File: config.mk
export PLATFORM = sky130hd
export DESIGN_NAME = divu_iter_flat
export DESIGN_NICKNAME = d
export VERILOG_FILES = /design/src/rtl/divu_pkg.sv /design/src/rtl/divu_iter_if.sv /design/src/rtl/divu_step.sv /design/src/rtl/divu_iter.sv /design/src/flat_wrapper.sv
export SDC_FILE = /design/constraint.sdc
export NUM_CORES = 1
export LEC_CHECK = 0
export CORE_MARGIN = 5
export CORE_UTILIZATION = 40
export CTS_CLUSTER_DIAMETER = 80
export DETAILED_ROUTE_END_ITERATION = 10
export PLACE_DENSITY = 0.58
export SYNTH_ARGS = -nofsm -noshare
export SYNTH_HDL_FRONTEND = slang
export SYNTH_SLANG_ARGS = --single-unit
File: constraint.sdc
create_clock -name clk -period 14 [get_ports clk]
set_clock_uncertainty 0.1 [all_clocks]
set_input_delay 2.8 -clock clk [delete_from_list [all_inputs] [get_ports clk]]
set_output_delay 2.8 -clock clk [all_outputs]
set_load 0.1 [all_outputs]
File: src/rtl/divu_pkg.sv
// Shared constants and FSM encoding for the iterative unsigned divider.
package divu_pkg;

    localparam int DIVU_WIDTH = 32;

    typedef logic [1:0] divu_state_t;

    localparam divu_state_t IDLE = 2'd0;
    localparam divu_state_t RUN  = 2'd1;
    localparam divu_state_t DONE = 2'd2;

    localparam logic [DIVU_WIDTH-1:0] DIV0_QUOTIENT = '1;

endpackage

File: src/rtl/divu_iter_if.sv
// Request/result bundle between the datapath issue logic and the divider.
interface divu_iter_if #(
    parameter int WIDTH = 32
);
    logic             start;
    logic [WIDTH-1:0] dividend;
    logic [WIDTH-1:0] divisor;
    logic [WIDTH-1:0] q;
    logic [WIDTH-1:0] r;
    logic             busy;
    logic             done;
    logic             div_by_zero;

    modport master (
        output start, dividend, divisor,
        input  q, r, busy, done, div_by_zero
    );

    modport slave (
        input  start, dividend, divisor,
        output q, r, busy, done, div_by_zero
    );
endinterface

File: src/rtl/divu_step.sv
// One restoring shift/subtract iteration; purely combinational.
// Latency 0; no handshake.
module divu_step #(
    parameter int WIDTH = 32
) (
    input  logic [WIDTH-1:0] i_rem,
    input  logic             i_msb,
    input  logic [WIDTH-1:0] i_divisor,
    output logic [WIDTH-1:0] o_rem,
    output logic             o_qbit
);
    logic [WIDTH:0] w_trial;

    // Full-width remainder plus one extra bit keeps MSB-set divisors exact.
    assign w_trial = {i_rem, i_msb};
    assign o_qbit  = (w_trial >= {1'b0, i_divisor});
    assign o_rem   = w_trial[WIDTH-1:0] - (o_qbit ? i_divisor : '0);
endmodule

File: src/rtl/divu_iter.sv
// Iterative unsigned divider, one quotient bit per clock (restoring).
// Latency WIDTH clocks accept-to-done (0 for divide by zero); start ignored while busy.
module divu_iter
    import divu_pkg::*;
#(
    parameter  int WIDTH = DIVU_WIDTH,
    localparam int CW    = $clog2(WIDTH)
) (
    input  logic      clk,
    input  logic      reset,
    divu_iter_if.slave bus
);
    divu_state_t      r_state;
    logic [CW-1:0]    r_cnt;
    logic [WIDTH-1:0] r_rem;
    logic [WIDTH-1:0] r_shift;
    logic [WIDTH-1:0] r_div;
    logic [WIDTH-1:0] r_q;
    logic [WIDTH-1:0] r_r;
    logic             r_busy;
    logic             r_done;
    logic             r_dbz;

    logic [WIDTH-1:0] w_rem_next;
    logic             w_qbit;
    logic             w_accept;
    logic             w_last;

    assign w_accept = bus.start && ((r_state == IDLE) || (r_state == DONE));
    assign w_last   = (r_cnt == CW'(WIDTH - 1));

    divu_step #(.WIDTH(WIDTH)) u_step (
        .i_rem     (r_rem),
        .i_msb     (r_shift[WIDTH-1]),
        .i_divisor (r_div),
        .o_rem     (w_rem_next),
        .o_qbit    (w_qbit)
    );

    always_ff @(posedge clk or negedge reset) begin
        if (!reset) begin
            r_state <= IDLE;
            r_cnt   <= '0;
            r_rem   <= '0;
            r_shift <= '0;
            r_div   <= '0;
            r_q     <= '0;
            r_r     <= '0;
            r_busy  <= 1'b0;
            r_done  <= 1'b0;
            r_dbz   <= 1'b0;
        end else begin
            r_done <= 1'b0;
            case (r_state)
                IDLE, DONE: begin
                    if (w_accept && (bus.divisor == '0)) begin
                        r_q     <= '1;
                        r_r     <= bus.dividend;
                        r_dbz   <= 1'b1;
                        r_done  <= 1'b1;
                        r_state <= DONE;
                    end else if (w_accept) begin
                        r_div   <= bus.divisor;
                        r_rem   <= '0;
                        r_shift <= bus.dividend;
                        r_cnt   <= '0;
                        r_dbz   <= 1'b0;
                        r_busy  <= 1'b1;
                        r_state <= RUN;
                    end else begin
                        r_state <= IDLE;
                    end
                end
                RUN: begin
                    // Quotient bits fill the shift register as the dividend leaves it.
                    r_rem   <= w_rem_next;
                    r_shift <= {r_shift[WIDTH-2:0], w_qbit};
                    r_cnt   <= r_cnt + 1'b1;
                    if (w_last) begin
                        r_q     <= {r_shift[WIDTH-2:0], w_qbit};
                        r_r     <= w_rem_next;
                        r_busy  <= 1'b0;
                        r_done  <= 1'b1;
                        r_state <= DONE;
                    end
                end
                default: begin
                    r_busy  <= 1'b0;
                    r_state <= IDLE;
                end
            endcase
        end
    end

    assign bus.q           = r_q;
    assign bus.r           = r_r;
    assign bus.busy        = r_busy;
    assign bus.done        = r_done;
    assign bus.div_by_zero = r_dbz;
endmodule

File: src/flat_wrapper.sv
// flat-port wrapper written by rule: the top's interface ports become plain ports
module divu_iter_flat import divu_pkg::*;
#(
    parameter  int WIDTH = DIVU_WIDTH,
    localparam int CW    = $clog2(WIDTH)
)
  (clk, reset, bus_start, bus_dividend, bus_divisor, bus_q, bus_r, bus_busy, bus_done, bus_div_by_zero);
  divu_iter_if #(.WIDTH(WIDTH)) bus_i ();
  input  logic clk;
  input  logic reset;
  input wire logic [$bits(bus_i.start)-1:0] bus_start;
  input wire logic [$bits(bus_i.dividend)-1:0] bus_dividend;
  input wire logic [$bits(bus_i.divisor)-1:0] bus_divisor;
  output wire logic [$bits(bus_i.q)-1:0] bus_q;
  output wire logic [$bits(bus_i.r)-1:0] bus_r;
  output wire logic [$bits(bus_i.busy)-1:0] bus_busy;
  output wire logic [$bits(bus_i.done)-1:0] bus_done;
  output wire logic [$bits(bus_i.div_by_zero)-1:0] bus_div_by_zero;
  assign bus_i.start = bus_start;
  assign bus_i.dividend = bus_dividend;
  assign bus_i.divisor = bus_divisor;
  assign bus_q = bus_i.q;
  assign bus_r = bus_i.r;
  assign bus_busy = bus_i.busy;
  assign bus_done = bus_i.done;
  assign bus_div_by_zero = bus_i.div_by_zero;
  divu_iter #(.WIDTH(WIDTH)) u_core (.clk(clk), .reset(reset), .bus(bus_i));
endmodule
==> results.md <==
- Status: finished clean
- Setup crit start kind: flop
- # fillers: 2,156
- GR Util All Layers: 0.2004
- Maximum root-to-sink buffer count: 2
- Initial DRC count: 392
- Die ar.: 26,170 um^2
- Hold-fix buffers, CTS: 0
- WP data arrival: 6020 ps
- Antenna violations before repair: 0
- Final weighted congestion in routability-driven placement: 0.8689
- Max-Cap Viols: 0
- CTS Root Cell: clkbuf_16
- Reg area: 4254 um^2
- Vias: 7,862
- WL per Instance: 17.62 um
- Final hold vios: 0
- Prevailing post-synth register cell: dfrtp_1
- DRC viols: 0
- Final setup viols: 0
- Mapped Avg Cell Area: 8.627 um^2
- Area Growth Syn to Fin: 23.91%
- Largest net degree at the start of global routing: 104
- Top cells by count, synth: 232 x nand2_1, 170 x dfrtp_1, 113 x nor2_1
- Clock sink count: 170
- Synth cell types: 53
- Number of global-route vias before repair: 7,813
- DRT Pass-1 Iters: 5
- WL final: 25,950 um
- Ys async rst share: 1.000
- Dpl hpwl: 18,330 um
- Io pins: 134
- Post-Synthesis Cell Area: 9214 um^2
- H-tree depth: 4
- CTS Buf Count: 17
- TritonCTS clock tree: done
- Synth warn: 0
- GR Overflow Total: 0
- RSZ-0062 raised after global routing: false
- # rows: 55
- CTS clk-pin slew, worst paths: 80 ps
- Final Cycle Share: 0.4162
- Worst Setup End Kind: flop
- Latest clock arrival within the worst-skew pair: 440 ps
- DR vias/cell: 5.337
- Worst-Margin Slew: 1043 ps
- Worst EP required: 14,190 ps
- Die height: 161.8 um
- Starting Density: 0.4070
- First-pass GRT wire length: 41,870 um
- Postcts setup bufs: 0
- Port Buffers: 133
- ANT nets after route: 0
- Synthesized Nets: 1,202
- Fin Setup TNS: 0 ps
- Die Width: 161.8 um
- F_max: 171.6 MHz
- Worst hold path type: reg2reg
- Fin crit period: 5827 ps
- Biggest area consumer among synthesized cells: dfrtp_1
- Final Net Count: 1,309
- Resized Gates After CTS: 0
- Setup CP Type: reg2reg
- Layout cells sized above 1: 0.05051
- Cells after Synth: 1,068
- Core Area: 22,640 um^2
- Max Slew Vio Count: 0
- Post-synth EDFFs: 0
- Multi-input logic area: 4623 um^2
- Yosys reg bits: 170
- Diode count: 0
- Ranking of synthesized cells by area: dfrtp_1 46%, nand2_1 9.5%, ha_1 9.0%
- Crit path max fanout: 22
- Top-count cell post-synth: nand2_1
- Yosys top cell area share: 0.4617
- Slew margin rel.: 0.3026
- Sequential share of the synthesized area: 0.4617
==> cells in the final DEF (no fill, tap or decap), types with 4 or more instances in the layout <==
| cell type | synthesis | layout |
|---|---|---|
| and2_1 | 4 | 4 |
| and3_1 | 7 | 7 |
| xor2_1 | 8 | 8 |
| clkbuf_16 | 0 | 17 |
| nor3_1 | 6 | 6 |
| nor2b_1 | 10 | 8 |
| mux2i_1 | 4 | 4 |
| a31oi_1 | 52 | 52 |
| nand3_1 | 13 | 13 |
| nor4_1 | 8 | 8 |
| inv_1 | 42 | 41 |
| dfrtp_1 | 170 | 170 |
| ha_1 | 66 | 66 |
| xnor2_1 | 18 | 18 |
| buf_4 | 0 | 9 |
| nand2_1 | 232 | 232 |
| a21boi_0 | 4 | 4 |
| nor2_1 | 113 | 112 |
| o21ai_0 | 81 | 81 |
| clkdlybuf4s50_1 | 0 | 132 |
| clkinv_8 | 0 | 9 |
| a21oi_1 | 85 | 84 |
| nand2b_1 | 5 | 4 |
| nand4_1 | 9 | 9 |
| a21o_1 | 21 | 21 |
| a211oi_1 | 7 | 7 |
==> critical path, cell delays in order, from the launching register on <==
cell and delay, ps:
dfrtp_1 440, ha_1 340, nand4_1 90, or4b_1 530
or3_1 410, o211ai_2 520, buf_4 390, and2_1 190
ha_1 140, inv_1 50, fa_1 410, a21oi_1 220
o21ai_1 100, a21o_1 250, a221oi_4 400, o21ai_0 260
a21o_1 220, a21oi_1 180, xor2_1 310, o21ai_0 120
==> flip-flops by register name, indices dropped and copies added, names as in the netlist <==
name and cells:
u_core.bus.busy 1, u_core.bus.div_by_zero 1, u_core.bus.done 1, u_core.bus.q 32
u_core.bus.r 32, u_core.r_cnt 5, u_core.r_div 32, u_core.r_rem 32
u_core.r_shift 32, u_core.r_state 2
==> path summary, 6_finish.rpt <==
kind                       slack [ps]              from  cells past startpoint                to
min in group asynchronous        2380             reset                      1   u_core.r_div[7]
max                              8170  u_core.r_rem[30]                     19  u_core.r_rem[16]
min reg2reg                       380   u_core.r_cnt[3]                      1   u_core.r_cnt[3]
max in group asynchronous        9900             reset                      2  u_core.bus.q[13]
max reg2reg                      8170  u_core.r_rem[30]                     19  u_core.r_rem[16]
min                               380   u_core.r_cnt[3]                      1   u_core.r_cnt[3]
==> stage by stage <==
step | hold slack [ps] | utilization | cell area, um^2 | std cells | setup WS, ps
global route | 432.1 | 0.5043 | 11420 | 1473 | 7840
global placement | 364.8 | 0.4767 | 10790 | 1441 | 7805
finish | 384.4 | 0.5043 | 11420 | 1473 | 8173
detailed placement | 377.6 | 0.4767 | 10790 | 1441 | 7766
floorplan | 342.9 | - | 9214 | 1068 | 9400
CTS | 386.6 | 0.5043 | 11420 | 1473 | 8119
==> cells by family (layout without fill, tap and decap cells) <==
group,Yosys count,in the layout,share of synthesized area
AND/OR/NAND/NOR,419,419,0.1898
AO/OA/AOI/OAI,286,286,0.1885
flip-flops,170,170,0.4617
buffers and inverters,96,216,0.03911
adder cells (fa/ha/maj),67,67,0.09180
XOR/XNOR,26,26,0.02472
multiplexers,4,4,0.004346
==> layout make-up <==
type / instances / share of cell area
flip-flops and latches: 170 / 0.3726
clock buffers: 17 / 0.03726
inverters: 42 / 0.01381
repair buffers: 142 / 0.1226
clock inverters: 15 / 0.01753
multi-input cells: 802 / 0.4049
well taps: 285 / 0.03123
==> layer usage <==
metal	global-route usage	up-vias	share of wire
li1	-	3909	-
met1	0.2665	3765	0.46
met2	0.3360	155	0.49
met3	0.03679	33	0.037
met4	0.05844	0	0.022
met5	0	-	0
Power is not shown: default switching activity piles up to over one toggle a cycle in this logic, so the estimate is an artifact.
